**config.mk**
```make
export PLATFORM = sky130hd
export DESIGN_NAME = alu_arbiter_flat
export DESIGN_NICKNAME = d
export VERILOG_FILES = /design/src/rtl/alu_arbiter.sv /design/src/rtl/alu_arbiter_if.sv /design/src/flat_wrapper.sv
export SDC_FILE = /design/constraint.sdc
export NUM_CORES = 1
export LEC_CHECK = 0
export CORE_MARGIN = 4
export CORE_UTILIZATION = 36
export DETAILED_ROUTE_END_ITERATION = 12
export GPL_ROUTABILITY_DRIVEN = 1
export GPL_TIMING_DRIVEN = 1
export HOLD_SLACK_MARGIN = 0.12
export MAX_ROUTING_LAYER = met4
export PLACE_DENSITY = 0.81
export RECOVER_POWER = 100
export SYNTH_ARGS = -nofsm -noshare
export SYNTH_HDL_FRONTEND = slang
export SYNTH_SLANG_ARGS = --single-unit
```
**constraint.sdc**
```tcl
create_clock -name clk -period 1.75 [get_ports clk]
set_clock_uncertainty 0.15 [all_clocks]
set_input_delay 0.175 -clock clk [delete_from_list [all_inputs] [get_ports clk]]
set_output_delay 0.175 -clock clk [all_outputs]
set_load 0.1 [all_outputs]
```
**src/rtl/alu_arbiter.sv**
```systemverilog
// Two-requester arbiter in front of one shared combinational ALU.
// Operands are registered before reaching the ALU, result is registered
// before being returned; one operation is in flight at a time.
package Vermicodes_pkg;
    typedef logic [31:0] word_t;
    typedef enum logic [3:0] {
        ALU_NOP  = 4'd0,
        ALU_ADD  = 4'd1,
        ALU_SUB  = 4'd2,
        ALU_AND  = 4'd3,
        ALU_OR   = 4'd4,
        ALU_XOR  = 4'd5,
        ALU_SLL  = 4'd6,
        ALU_SRL  = 4'd7,
        ALU_SRA  = 4'd8,
        ALU_SLT  = 4'd9,
        ALU_SLTU = 4'd10
    } alu_fn_t;
endpackage

// state | meaning
// IDLE  | waiting for a request; grant is combinational
// EXEC  | operands registered, ALU result captured at the end of this cycle
// RESP  | result presented to the owner until it handshakes
module alu_arbiter
    import Vermicodes_pkg::*;
#(
    parameter bit FIXED_PRIORITY = 1'b0
) (
    input  logic         clk,
    input  logic         reset,
    alu_arbiter_if.slave bus
);
    typedef enum logic [1:0] {IDLE, EXEC, RESP} state_t;

    state_t  state_q, state_d;
    alu_fn_t fn_q;
    word_t   a_q, b_q, result_q;
    logic    owner_q;
    logic    last_q;
    logic    grant;
    logic    rdy0, rdy1;
    logic    rv0, rv1;
    logic    accept;
    logic    resp_hs;

    // Grant choice: lone requester wins; a tie goes to requester 0 in
    // fixed mode, otherwise to whoever was not served last.
    always_comb begin
        grant = 1'b0;
        if (bus.req0_valid && bus.req1_valid)
            grant = FIXED_PRIORITY ? 1'b0 : ~last_q;
        else if (bus.req1_valid)
            grant = 1'b1;
    end

    // State register.
    always_ff @(posedge clk) begin
        if (reset) state_q <= IDLE;
        else       state_q <= state_d;
    end

    // Next state and handshake outputs.
    always_comb begin
        state_d = state_q;
        rdy0    = 1'b0;
        rdy1    = 1'b0;
        rv0     = 1'b0;
        rv1     = 1'b0;
        accept  = 1'b0;
        resp_hs = 1'b0;
        case (state_q)
            IDLE: begin
                rdy0   = ~grant & bus.req0_valid;
                rdy1   =  grant & bus.req1_valid;
                accept = rdy0 | rdy1;
                if (accept) state_d = EXEC;
            end
            EXEC: state_d = RESP;
            RESP: begin
                rv0     = ~owner_q;
                rv1     =  owner_q;
                resp_hs = owner_q ? bus.resp1_ready : bus.resp0_ready;
                if (resp_hs) state_d = IDLE;
            end
            default: state_d = IDLE;
        endcase
    end

    // Operand, owner, result and last-served registers.
    always_ff @(posedge clk) begin
        if (reset) begin
            fn_q     <= ALU_NOP;
            a_q      <= '0;
            b_q      <= '0;
            result_q <= '0;
            owner_q  <= 1'b0;
            last_q   <= 1'b1;
        end else begin
            if (accept) begin
                fn_q    <= alu_fn_t'(grant ? bus.req1_fn : bus.req0_fn);
                a_q     <= grant ? bus.req1_a : bus.req0_a;
                b_q     <= grant ? bus.req1_b : bus.req0_b;
                owner_q <= grant;
            end
            if (state_q == EXEC) result_q <= bus.alu_r;
            if (resp_hs)         last_q   <= owner_q;
        end
    end

    assign bus.req0_ready  = rdy0;
    assign bus.req1_ready  = rdy1;
    assign bus.resp0_valid = rv0;
    assign bus.resp1_valid = rv1;
    assign bus.resp0_r     = result_q;
    assign bus.resp1_r     = result_q;
    assign bus.alu_fn      = fn_q;
    assign bus.alu_a       = a_q;
    assign bus.alu_b       = b_q;
endmodule
```
**src/rtl/alu_arbiter_if.sv**
```systemverilog
// Bundled request/response ports for two requesters plus the shared ALU link.
// Function codes are 4-bit (alu_fn_t encoding) and words are 32-bit (word_t).
interface alu_arbiter_if;
    logic        req0_valid;
    logic        req0_ready;
    logic [3:0]  req0_fn;
    logic [31:0] req0_a;
    logic [31:0] req0_b;
    logic        resp0_valid;
    logic        resp0_ready;
    logic [31:0] resp0_r;

    logic        req1_valid;
    logic        req1_ready;
    logic [3:0]  req1_fn;
    logic [31:0] req1_a;
    logic [31:0] req1_b;
    logic        resp1_valid;
    logic        resp1_ready;
    logic [31:0] resp1_r;

    logic [3:0]  alu_fn;
    logic [31:0] alu_a;
    logic [31:0] alu_b;
    logic [31:0] alu_r;

    // arbiter side
    modport slave (
        input  req0_valid, req0_fn, req0_a, req0_b, resp0_ready,
        input  req1_valid, req1_fn, req1_a, req1_b, resp1_ready,
        input  alu_r,
        output req0_ready, resp0_valid, resp0_r,
        output req1_ready, resp1_valid, resp1_r,
        output alu_fn, alu_a, alu_b
    );

    // requester / ALU side
    modport master (
        output req0_valid, req0_fn, req0_a, req0_b, resp0_ready,
        output req1_valid, req1_fn, req1_a, req1_b, resp1_ready,
        output alu_r,
        input  req0_ready, resp0_valid, resp0_r,
        input  req1_ready, resp1_valid, resp1_r,
        input  alu_fn, alu_a, alu_b
    );
endinterface

```
**src/flat_wrapper.sv**
```systemverilog
// flat-port wrapper written by rule: the top's interface ports become plain ports
module alu_arbiter_flat import Vermicodes_pkg::*;
#(
    parameter bit FIXED_PRIORITY = 1'b0
)
  (clk, reset, bus_req0_valid, bus_req0_fn, bus_req0_a, bus_req0_b, bus_resp0_ready, bus_req1_valid, bus_req1_fn, bus_req1_a, bus_req1_b, bus_resp1_ready, bus_alu_r, bus_req0_ready, bus_resp0_valid, bus_resp0_r, bus_req1_ready, bus_resp1_valid, bus_resp1_r, bus_alu_fn, bus_alu_a, bus_alu_b);
  alu_arbiter_if bus_i ();
  input  logic clk;
  input  logic reset;
  input wire logic [$bits(bus_i.req0_valid)-1:0] bus_req0_valid;
  input wire logic [$bits(bus_i.req0_fn)-1:0] bus_req0_fn;
  input wire logic [$bits(bus_i.req0_a)-1:0] bus_req0_a;
  input wire logic [$bits(bus_i.req0_b)-1:0] bus_req0_b;
  input wire logic [$bits(bus_i.resp0_ready)-1:0] bus_resp0_ready;
  input wire logic [$bits(bus_i.req1_valid)-1:0] bus_req1_valid;
  input wire logic [$bits(bus_i.req1_fn)-1:0] bus_req1_fn;
  input wire logic [$bits(bus_i.req1_a)-1:0] bus_req1_a;
  input wire logic [$bits(bus_i.req1_b)-1:0] bus_req1_b;
  input wire logic [$bits(bus_i.resp1_ready)-1:0] bus_resp1_ready;
  input wire logic [$bits(bus_i.alu_r)-1:0] bus_alu_r;
  output wire logic [$bits(bus_i.req0_ready)-1:0] bus_req0_ready;
  output wire logic [$bits(bus_i.resp0_valid)-1:0] bus_resp0_valid;
  output wire logic [$bits(bus_i.resp0_r)-1:0] bus_resp0_r;
  output wire logic [$bits(bus_i.req1_ready)-1:0] bus_req1_ready;
  output wire logic [$bits(bus_i.resp1_valid)-1:0] bus_resp1_valid;
  output wire logic [$bits(bus_i.resp1_r)-1:0] bus_resp1_r;
  output wire logic [$bits(bus_i.alu_fn)-1:0] bus_alu_fn;
  output wire logic [$bits(bus_i.alu_a)-1:0] bus_alu_a;
  output wire logic [$bits(bus_i.alu_b)-1:0] bus_alu_b;
  assign bus_i.req0_valid = bus_req0_valid;
  assign bus_i.req0_fn = bus_req0_fn;
  assign bus_i.req0_a = bus_req0_a;
  assign bus_i.req0_b = bus_req0_b;
  assign bus_i.resp0_ready = bus_resp0_ready;
  assign bus_i.req1_valid = bus_req1_valid;
  assign bus_i.req1_fn = bus_req1_fn;
  assign bus_i.req1_a = bus_req1_a;
  assign bus_i.req1_b = bus_req1_b;
  assign bus_i.resp1_ready = bus_resp1_ready;
  assign bus_i.alu_r = bus_alu_r;
  assign bus_req0_ready = bus_i.req0_ready;
  assign bus_resp0_valid = bus_i.resp0_valid;
  assign bus_resp0_r = bus_i.resp0_r;
  assign bus_req1_ready = bus_i.req1_ready;
  assign bus_resp1_valid = bus_i.resp1_valid;
  assign bus_resp1_r = bus_i.resp1_r;
  assign bus_alu_fn = bus_i.alu_fn;
  assign bus_alu_a = bus_i.alu_a;
  assign bus_alu_b = bus_i.alu_b;
  alu_arbiter #(.FIXED_PRIORITY(FIXED_PRIORITY)) u_core (.clk(clk), .reset(reset), .bus(bus_i));
endmodule
```
* After elaboration in Yosys (flattened, before gate mapping)
Cells that the tools add are included.
** Storage, ports and cells
- Register bits after elaboration :: 104
- Output and inout port bits :: 136
- Word-level logic and storage cells :: 35
** Operators by class
- Equal/unequal tests :: 4
- Bitwise logic cells :: 6
- Muxes and demuxes :: 15
- Reduce and logical (&&, ||, !) cells :: 3
** Operator list (number)
- $mux 32 :: 2
- $mux 1 :: 9
- $pmux 2 s3 :: 1
- $mux 2 :: 2
- $mux 4 :: 1
- $ne 2x1->1 const B :: 2
- $not 1->1 :: 3
- $and 1x1->1 :: 2
- $eq 2x1->1 const B :: 1
- $eq 2x2->1 const B :: 1
- $logic_not 2->1 :: 1
- $reduce_and 2->1 :: 1
- $logic_and 1x1->1 :: 1
- $or 1x1->1 :: 1

* Depth between registers and ports, before layout
Gate-level depths: netlist of the first run.
- Depth after elaboration :: 7
- Depth in mapped cells :: 7

* Worst setup path after synthesis of the first run
Ideal clock, no wire load.
- Path kind :: reg2reg
- From :: reg u_core.last_q
- To :: reg u_core.owner_q
- Required time :: 1.534 ns
- Data arrival time :: 3.279 ns
- Slack :: -1.746 ns
- Stages on the path, launching flop included :: 6
- Setup time :: 0.066 ns
- Buffers on the path :: 2
- Cell sequence :: dfxtp_1 > a21bo_2 > clkbuf_1 > clkbuf_1 > nor3_1 > o21ba_2
** Between the ends
- Longest elaborated chain between the ends :: 6
** Ends and longest elaborated chain
- start: declaration :: line alu_arbiter.sv:40 : logic last_q;
- start signal: assignment :: line alu_arbiter.sv:107 : if (resp_hs) last_q <= owner_q;
- $not 1->1 (*) :: line alu_arbiter.sv:52 : grant = FIXED_PRIORITY ? 1'b0 : ~last_q;
- $mux 1 (*) :: line alu_arbiter.sv:51 : if (bus.req0_valid && bus.req1_valid)
- $not 1->1 :: line alu_arbiter.sv:74 : rdy0 = ~grant & bus.req0_valid;
- $and 1x1->1 :: line alu_arbiter.sv:74
- $or 1x1->1 :: line alu_arbiter.sv:76 : accept = rdy0 | rdy1;
- $mux 1 :: line alu_arbiter.sv:72 : case (state_q)
- end signal: assignment :: line alu_arbiter.sv:104 : owner_q <= grant;
- end: declaration :: line alu_arbiter.sv:39 : logic owner_q;
Mark *: on every way between the ends. The rest lies on a longest branch, timed or not.
A chain may end at the register's enable or synchronous reset.

* Worst setup path after layout of the first run
- From :: reg u_core.last_q
- To :: out bus_req1_ready
** Between the ends
- Longest elaborated chain between the ends :: 4
** Ends and longest elaborated chain
- $not 1->1 :: line alu_arbiter.sv:52
- $mux 1 :: line alu_arbiter.sv:51
- $and 1x1->1 :: line alu_arbiter.sv:75 : rdy1 = grant & bus.req1_valid;
- $mux 1 :: line alu_arbiter.sv:72
- end: declaration :: line flat_wrapper.sv:24 : output wire logic [$bits(bus_i.req1_ready)-1:0] bus_req1_ready;
No other way between the ends.

==> impl_metrics.sql, run 1 <==
INSERT INTO impl_metrics (metric_group, metric, value, unit) VALUES
('outcome', 'outcome', 'complete, no violations', ''),
('layout', 'diodes', '0', ''),
('synthesis', 'ys_seq_area_share', '45.13', '%'),
('floorplanning', 'core_area', '12570', 'um^2'),
('setup_path', 'criticalPathCategory', 'reg2out', ''),
('timing', 'hold_slack', '0.2345', 'ns'),
('routing', 'dr.first_iter.drc_count', '333', ''),
('pwr', 'static-leakage-power', '3.378', 'nW'),
('synthesis', 'yosys-top-cells-area', 'dfxtp_1 45%, nand2_1 16%, a311oi_1 11%', ''),
('setup_path', 'critPathMaxFanout', '4', ''),
('grt', 'grt_util_all_layers', '25.64', '%'),
('synthesis', 'synthesis.area', '4613', 'um^2'),
('routing', 'firstDrtPassIters', '4', ''),
('grt', 'globalRouteOverflowTotal', '0', ''),
('pwr', 'combinational_power_share', '47.2', '%'),
('synthesis', 'synth-simple-area-share', '18.01', '%'),
('synthesis', 'postSynthNetCount', '757', ''),
('timing', 'maxSlewViolCount', '0', ''),
('floorplanning', 'fp.dieH', '121.2', 'um'),
('synthesis', 'most_area_hungry_cell_type_in_the_yosys_netlist', 'dfxtp_1', ''),
('synthesis', 'syn-instance-count', '583', ''),
('setup_path', 'end_kind', 'primary output', ''),
('grt', 'grt_pass1_wl', '28770', 'um'),
('layout', 'final_area', '8448', 'um^2'),
('setup_path', 'crit_slowest_cell', 'dfxtp_4', ''),
('pwr', 'sw_share', '45.81', '%'),
('grt', 'grt_pass1_vias', '5559', ''),
('pwr', 'power.ir.vdd_worst', '462.0', 'uV'),
('synthesis', 'synth_seq_cells', '104', ''),
('synthesis', 'synth_fa_ha_area_share', '0', '%'),
('layout', 'drive_above_1_share', '23.91', '%'),
('clocking', 'tritoncts_clock_tree', 'yes', ''),
('placed_design', 'gp_congestion', '0.8240', ''),
('timing', 'final-hold-violation-count', '0', ''),
('layout', 'area_delta_synth_final', '83.13', '%'),
('floorplanning', 'floorplan.initialDensity', '36.70', '%'),
('pwr', 'power.switching', '0.004061', 'W'),
('synthesis', 'netlist.area_leader.share', '45.13', '%'),
('timing', 'finalCriticalPeriod', '1.733', 'ns'),
('floorplanning', 'rows', '41', ''),
('synthesis', 'synth.avg_cell_area', '7.913', 'um^2'),
('clocking', 'cts.root.buffer_cell', 'clkbuf_16', ''),
('timing', 'final.period_utilization', '99.05', '%'),
('placed_design', 'dpl_cell_area', '9090', 'um^2'),
('setup_path', 'worst_path_largest_cell_delay', '0.36', 'ns'),
('setup_path', 'arrival', '1.41', 'ns'),
('hold_path', 'min-delay-path-class', 'in2reg', ''),
('pwr', 'internal_power', '0.004803', 'W'),
('synthesis', 'largest_family_of_logic_cells_by_synthesized_area', 'compound AO/OA/AOI/OAI gates', ''),
('layout', 'finalNonFillerCells', '1021', ''),
('setup_path', 'start_kind', 'flip-flop', ''),
('timing', 'finish_stage_setup_viols', '0', ''),
('flow_run', 'max_cap_viol_count', '0', ''),
('clocking', 'numCtsBuffers', '9', ''),
('placed_design', 'placement.io_buffers', '309', ''),
('clocking', 'worst_setup_hold_path_clk_slew', '0.07', 'ns'),
('placed_design', 'hpwl', '14690', 'um'),
('layout', 'nets', '1018', ''),
('routing', 'route.detailed.vias_per_inst', '5.279', ''),
('synthesis', 'synth.area.mux_share', '0.2170', '%'),
('synthesis', 'synth-xor-area-share', '0', '%'),
('clocking', 'ctsHtreeMaxLevel', '3', ''),
('timing', 'grt_setup_unrepaired', 'true', ''),
('routing', 'drc_errors', '0', ''),
('routing', 'routed-via-count', '5390', ''),
('floorplanning', 'top_level_i_o_count', '310', ''),
('clocking', 'cts_num_sinks', '104', ''),
('placed_design', 'dp.cells', '997', ''),
('layout', 'fillCellCount', '961', ''),
('routing', 'drtAntennaViolNets', '0', ''),
('synthesis', 'synth.lib_cells_used.distinct', '25', '');
through the flow:
step           total power (W)  utilization, %  TNS [ns]  setup WS [ns]
6_report              0.008864           67.22         0        0.01662
5_1_grt               0.009154           67.22  -0.05479       -0.04811
4_1_cts               0.009573           74.72         0       0.001500
3_5_place_dp          0.007725           72.32    -8.483        -0.1896
3_3_place_gp          0.007656           72.32    -5.486        -0.1148
2_1_floorplan         0.005716               -   -0.4430        -0.2913
kinds of logic after synthesis:
group / count (synthesis)
multiplexers: 1
AND/OR/NAND/NOR: 214
flip-flops: 104
AO/OA/AOI/OAI: 175
buffers and inverters: 89
timing repair:
item / in CTS / in global routing
setup buffers: 1 / 6
endpoints found under the setup margin: 3 / 4
pin swaps: 2 / 2
hold buffers: 1 / 0
gates resized for setup: 5 / 6
endpoints found under the hold margin: 18 / 0
cells in the final DEF, fill, tap and decap left out, drive strengths merged:
cell / instances
or2: 1
buf: 99
clkinvlp: 2
nor2b: 3
clkinv: 3
a311oi: 68
nand2: 200
a31oi: 1
nand2b: 2
o21bai: 1
nor3b: 1
clkdlybuf4s50: 171
dfxtp: 104
dlymetal6s2s: 1
and3: 1
clkbuf: 78
a21boi: 2
nor3: 1
mux2i: 1
o21ba: 1
a21oi: 101
a21bo: 1
dlygate4sd3: 1
and2: 2
nor2: 3
power by group through the flow:
stage          logic (W)  registers, W  clock network, W
2_1_floorplan    0.00116       0.00455                 0
3_3_place_gp     0.00468       0.00298                 0
3_5_place_dp     0.00474       0.00299                 0
4_1_cts          0.00476       0.00294           0.00187
5_1_grt          0.00432       0.00286           0.00197
6_report         0.00418       0.00283           0.00185
cell type report:
cell class	instances	area, um^2	area share, %
clock buffer	11	232.7	2.755
timing repair buffer	339	3775	44.68
clock inverter	5	33.78	0.3999
tap	172	215.2	2.547
multi-input combinational	390	2105	24.91
sequential	104	2087	24.70
flip-flops by register name, summed over array words and instances (netlist names):
name                flops
u_core.bus.resp0_r     32
u_core.bus.alu_a       32
u_core.bus.alu_fn       4
u_core.state_q          2
u_core.last_q           1
u_core.owner_q          1
u_core.bus.alu_b       32
path summary, 6_finish.rpt:
path / from / end / slack, ns / cells past startpoint
max reg2reg: u_core.state_q[1] / u_core.bus.alu_b[11] / 0.10 / 4
max: u_core.last_q / bus_req1_ready / 0.02 / 3
min: bus_alu_r[9] / u_core.bus.resp0_r[9] / 0.23 / 3
min reg2reg: u_core.bus.alu_a[22] / u_core.bus.alu_a[22] / 0.36 / 2
worst max-delay path, delay by kind of cell (launching register included):
family / cells / cell delay, ns
flip-flops: 1 / 0.36
AO/OA/AOI/OAI: 1 / 0.23
AND/OR/NAND/NOR: 1 / 0.26
buffers and inverters: 1 / 0.21
Yosys cell counts:
cell	count
a31oi_1	1
a311oi_1	59
dfxtp_1	104
nand2_1	200
or2_1	1
a21oi_1	101
and3_1	1
nor3b_1	1
buf_2	12
a21boi_1	1
o21bai_1	1
buf_4	32
buf_6	2
and2_1	2
nor2_1	3
a311oi_2	9
nand2b_1	2
clkbuf_1	41
a21boi_0	1
a21bo_2	1
mux2i_1	1
nor2b_1	3
buf_1	2
nor3_1	1
o21ba_2	1
per-layer routing:
| metal | track usage (%) | wire length (um) | up-vias |
|---|---|---|---|
| met4 | 13.94 | 1072 | 0 |
| met2 | 45.40 | 9868 | 299 |
| met3 | 5.828 | 1674 | 79 |
| li1 | - | - | 2520 |
| met5 | - | 0 | - |
| met1 | 26.31 | 6831 | 2492 |
No activity file was read; power rests on OpenSTA's default activity.
==> inputs of run 2 (changes only) <==
- CORE_AREA: unset -> 2 2 120 122
- CORE_MARGIN: 4 -> unset
- CORE_UTILIZATION: 36 -> unset
- DIE_AREA: unset -> 0 0 122 124
- PLACE_DENSITY: 0.81 -> 0.76
==> run 2 against run 1 <==
  * Die area increased by 3.0%
  * Critical endpoint is now bus_resp1_valid
  * Clock power about the same
  * Non-clock buffer count decreased by 6
  * Cell area decreased by 12%
  * Maximum frequency increased by 2.9%
  * Setup slack improved by 0.049 ns
==> impl_metrics.sql, run 2 (synthesis results as in run 1) <==
INSERT INTO impl_metrics (metric_group, metric, value, unit) VALUES
('clocking', 'ctsHtreeMaxLevel', '3', ''),
('placed_design', 'placement.io_buffers', '309', ''),
('timing', 'timing_worst_slew_pin_value', '0.6368', 'ns'),
('grt', 'grt_max_degree', '62', ''),
('timing', 'post-route-worst-setup-slack', '0.06536', 'ns'),
('setup_path', 'start_kind', 'flip-flop', ''),
('floorplanning', 'die_x_extent', '122', 'um'),
('grt', 'globalRouteOverflowTotal', '0', ''),
('setup_path', 'worstReg2RegEnd', 'u_core.bus.alu_b[29]', ''),
('routing', 'route.detailed.vias_per_inst', '5.105', ''),
('grt', 'grt_util_all_layers', '24.70', '%'),
('clocking', 'cts.root.buffer_cell', 'clkbuf_16', ''),
('setup_path', 'rrSetupSlack', '0.16', 'ns'),
('clocking', 'worst_setup_hold_path_clk_slew', '0.07', 'ns'),
('layout', 'diodes', '0', ''),
('setup_path', 'arrival', '1.36', 'ns'),
('placed_design', 'pre_cts_ws', '-0.4653', 'ns'),
('layout', 'final_area', '7468', 'um^2'),
('setup_path', 'critPathMaxFanout', '5', ''),
('hold_path', 'hold_path_depth', '3', ''),
('clocking', 'post_cts_buffers', '0', ''),
('pwr', 'p_total', '0.008520', 'W'),
('routing', 'route.final.wire_length', '18710', 'um'),
('floorplanning', 'rows', '43', ''),
('timing', 'max_clock_freq', '593.6', 'MHz'),
('layout', 'nets', '1012', ''),
('floorplanning', 'core_area', '13720', 'um^2'),
('setup_path', 'end_kind', 'primary output', ''),
('grt', 'grt_pass1_vias', '5212', ''),
('floorplanning', 'fp.dieH', '124', 'um'),
('timing', 'final.period_utilization', '96.27', '%'),
('routing', 'firstDrtPassIters', '6', ''),
('routing', 'drtAntennaViolNets', '0', ''),
('layout', 'area_delta_synth_final', '61.89', '%'),
('hold_path', 'worst_hold_path.endpoint', 'u_core.bus.resp0_r[27]', ''),
('outcome', 'outcome', 'complete, no violations', ''),
('clocking', 'cts_max_path_buffers', '2', ''),
('timing', 'maxSlewViolCount', '0', ''),
('placed_design', 'dpl_cell_area', '9158', 'um^2'),
('flow_run', 'max_cap_viol_count', '0', ''),
('timing', 'final-hold-violation-count', '0', ''),
('layout', 'fillCellCount', '1227', ''),
('hold_path', 'timing.hold.worst.start', 'bus_alu_r[27]', ''),
('floorplanning', 'floorplan.initialDensity', '33.63', '%'),
('routing', 'avgRoutedWirePerCell', '18.29', 'um'),
('timing', 'grt_setup_unrepaired', 'false', ''),
('layout', 'final_core_util', '54.44', '%'),
('placed_design', 'gp_congestion', '0.8538', ''),
('setup_path', 'r2r_start', 'u_core.state_q[1]', ''),
('clocking', 'numCtsBuffers', '9', ''),
('routing', 'routed-via-count', '5222', ''),
('pwr', 'static-leakage-power', '3.115', 'nW'),
('clocking', 'cts_num_sinks', '104', ''),
('layout', 'drive_above_1_share', '23.13', '%'),
('timing', 'finalCriticalPeriod', '1.685', 'ns'),
('hold_path', 'min-delay-path-class', 'in2reg', ''),
('timing', 'timing.max_slew.rel_slack', '57.73', '%'),
('floorplanning', 'floorplan.die_area', '15130', 'um^2'),
('clocking', 'clk_latency', '0.35', 'ns'),
('grt', 'grt_antenna_before_repair', '0', ''),
('routing', 'dr.first_iter.drc_count', '276', ''),
('placed_design', 'hpwl', '13900', 'um'),
('pwr', 'power.ir.vdd_worst', '504.9', 'uV'),
('pwr', 'powerDensity', '1141', 'nW/um^2'),
('floorplanning', 'top_level_i_o_count', '310', ''),
('setup_path', 'criticalPathCategory', 'reg2out', ''),
('setup_path', 'reg2reg_depth', '4', ''),
('grt', 'grt_pass1_wl', '28090', 'um'),
('layout', 'final_common_cell', 'nand2_1', ''),
('setup_path', 'required', '1.42', 'ns'),
('layout', 'multi_input_area', '2108', 'um^2'),
('layout', 'layout_common_cells', '200 x nand2_1, 171 x clkdlybuf4s50_1, 131 x clkbuf_2', ''),
('routing', 'drc_errors', '0', ''),
('clocking', 'tritoncts_clock_tree', 'yes', ''),
('timing', 'finish_stage_setup_viols', '0', ''),
('layout', 'ff_latch_area', '2085', 'um^2');
==> run 2: per-stage QoR <==
step	hold WS (ns)	cells	setup TNS [ns]
after CTS	0.2156	1023	0
final	0.2288	1023	0
after detailed placement	0.3866	1006	-23.89
after floorplan	0.1610	583	-0.4430
after global placement	0.3795	1006	-20.75
after global routing	0.2269	1023	0
==> run 2: how the worst max path moves through the flow <==
stage,startpoint,to,cells after the start
final,u_core.state_q[1],bus_resp1_valid,4
after global routing,u_core.last_q,bus_req1_ready,3
after CTS,u_core.last_q,bus_req0_ready,3
after detailed placement,bus_req0_valid,u_core.bus.alu_a[30],5
after global placement,bus_req0_valid,u_core.bus.alu_b[17],5
after floorplan,u_core.last_q,u_core.owner_q,5
==> run 2: what timing repair did <==
item	in CTS	in global routing
hold buffers	1	0
resized for setup	6	3
pin swaps	1	1
setup endpoints to repair	50	4
endpoints found under the hold margin	7	0
==> run 2: cell type report <==
class	count	share of cell area [%]
Clock buffer	13	3.351
Clock inverter	3	0.2345
Multi-Input combinational cell	390	28.23
Sequential cell	104	27.91
Tap cell	180	3.016
Timing Repair Buffer	333	37.26
==> run 2: routing by layer <==
metal	global-route usage [%]	vias up	wire length (um)	part of all wire, %
li1	-	2506	-	-
met1	27.71	2427	7291	39
met2	41.48	255	9112	49
met3	6.868	34	1758	9.4
met4	10.49	0	552	2.9
met5	-	-	0	0
==> run 2: power by group <==
group          total, W  switching (W)  internal (W)
logic           0.00387        0.00295      0.000917
clock network   0.00188       0.000876       0.00100
registers       0.00277       0.000151       0.00262
total           0.00852        0.00398       0.00454
==> run 2: critical path: stages (launching register included) <==
cell	delay, ns
dfxtp_2	0.36
buf_4	0.16
nor2b_4	0.17
and2_4	0.16
buf_12	0.17
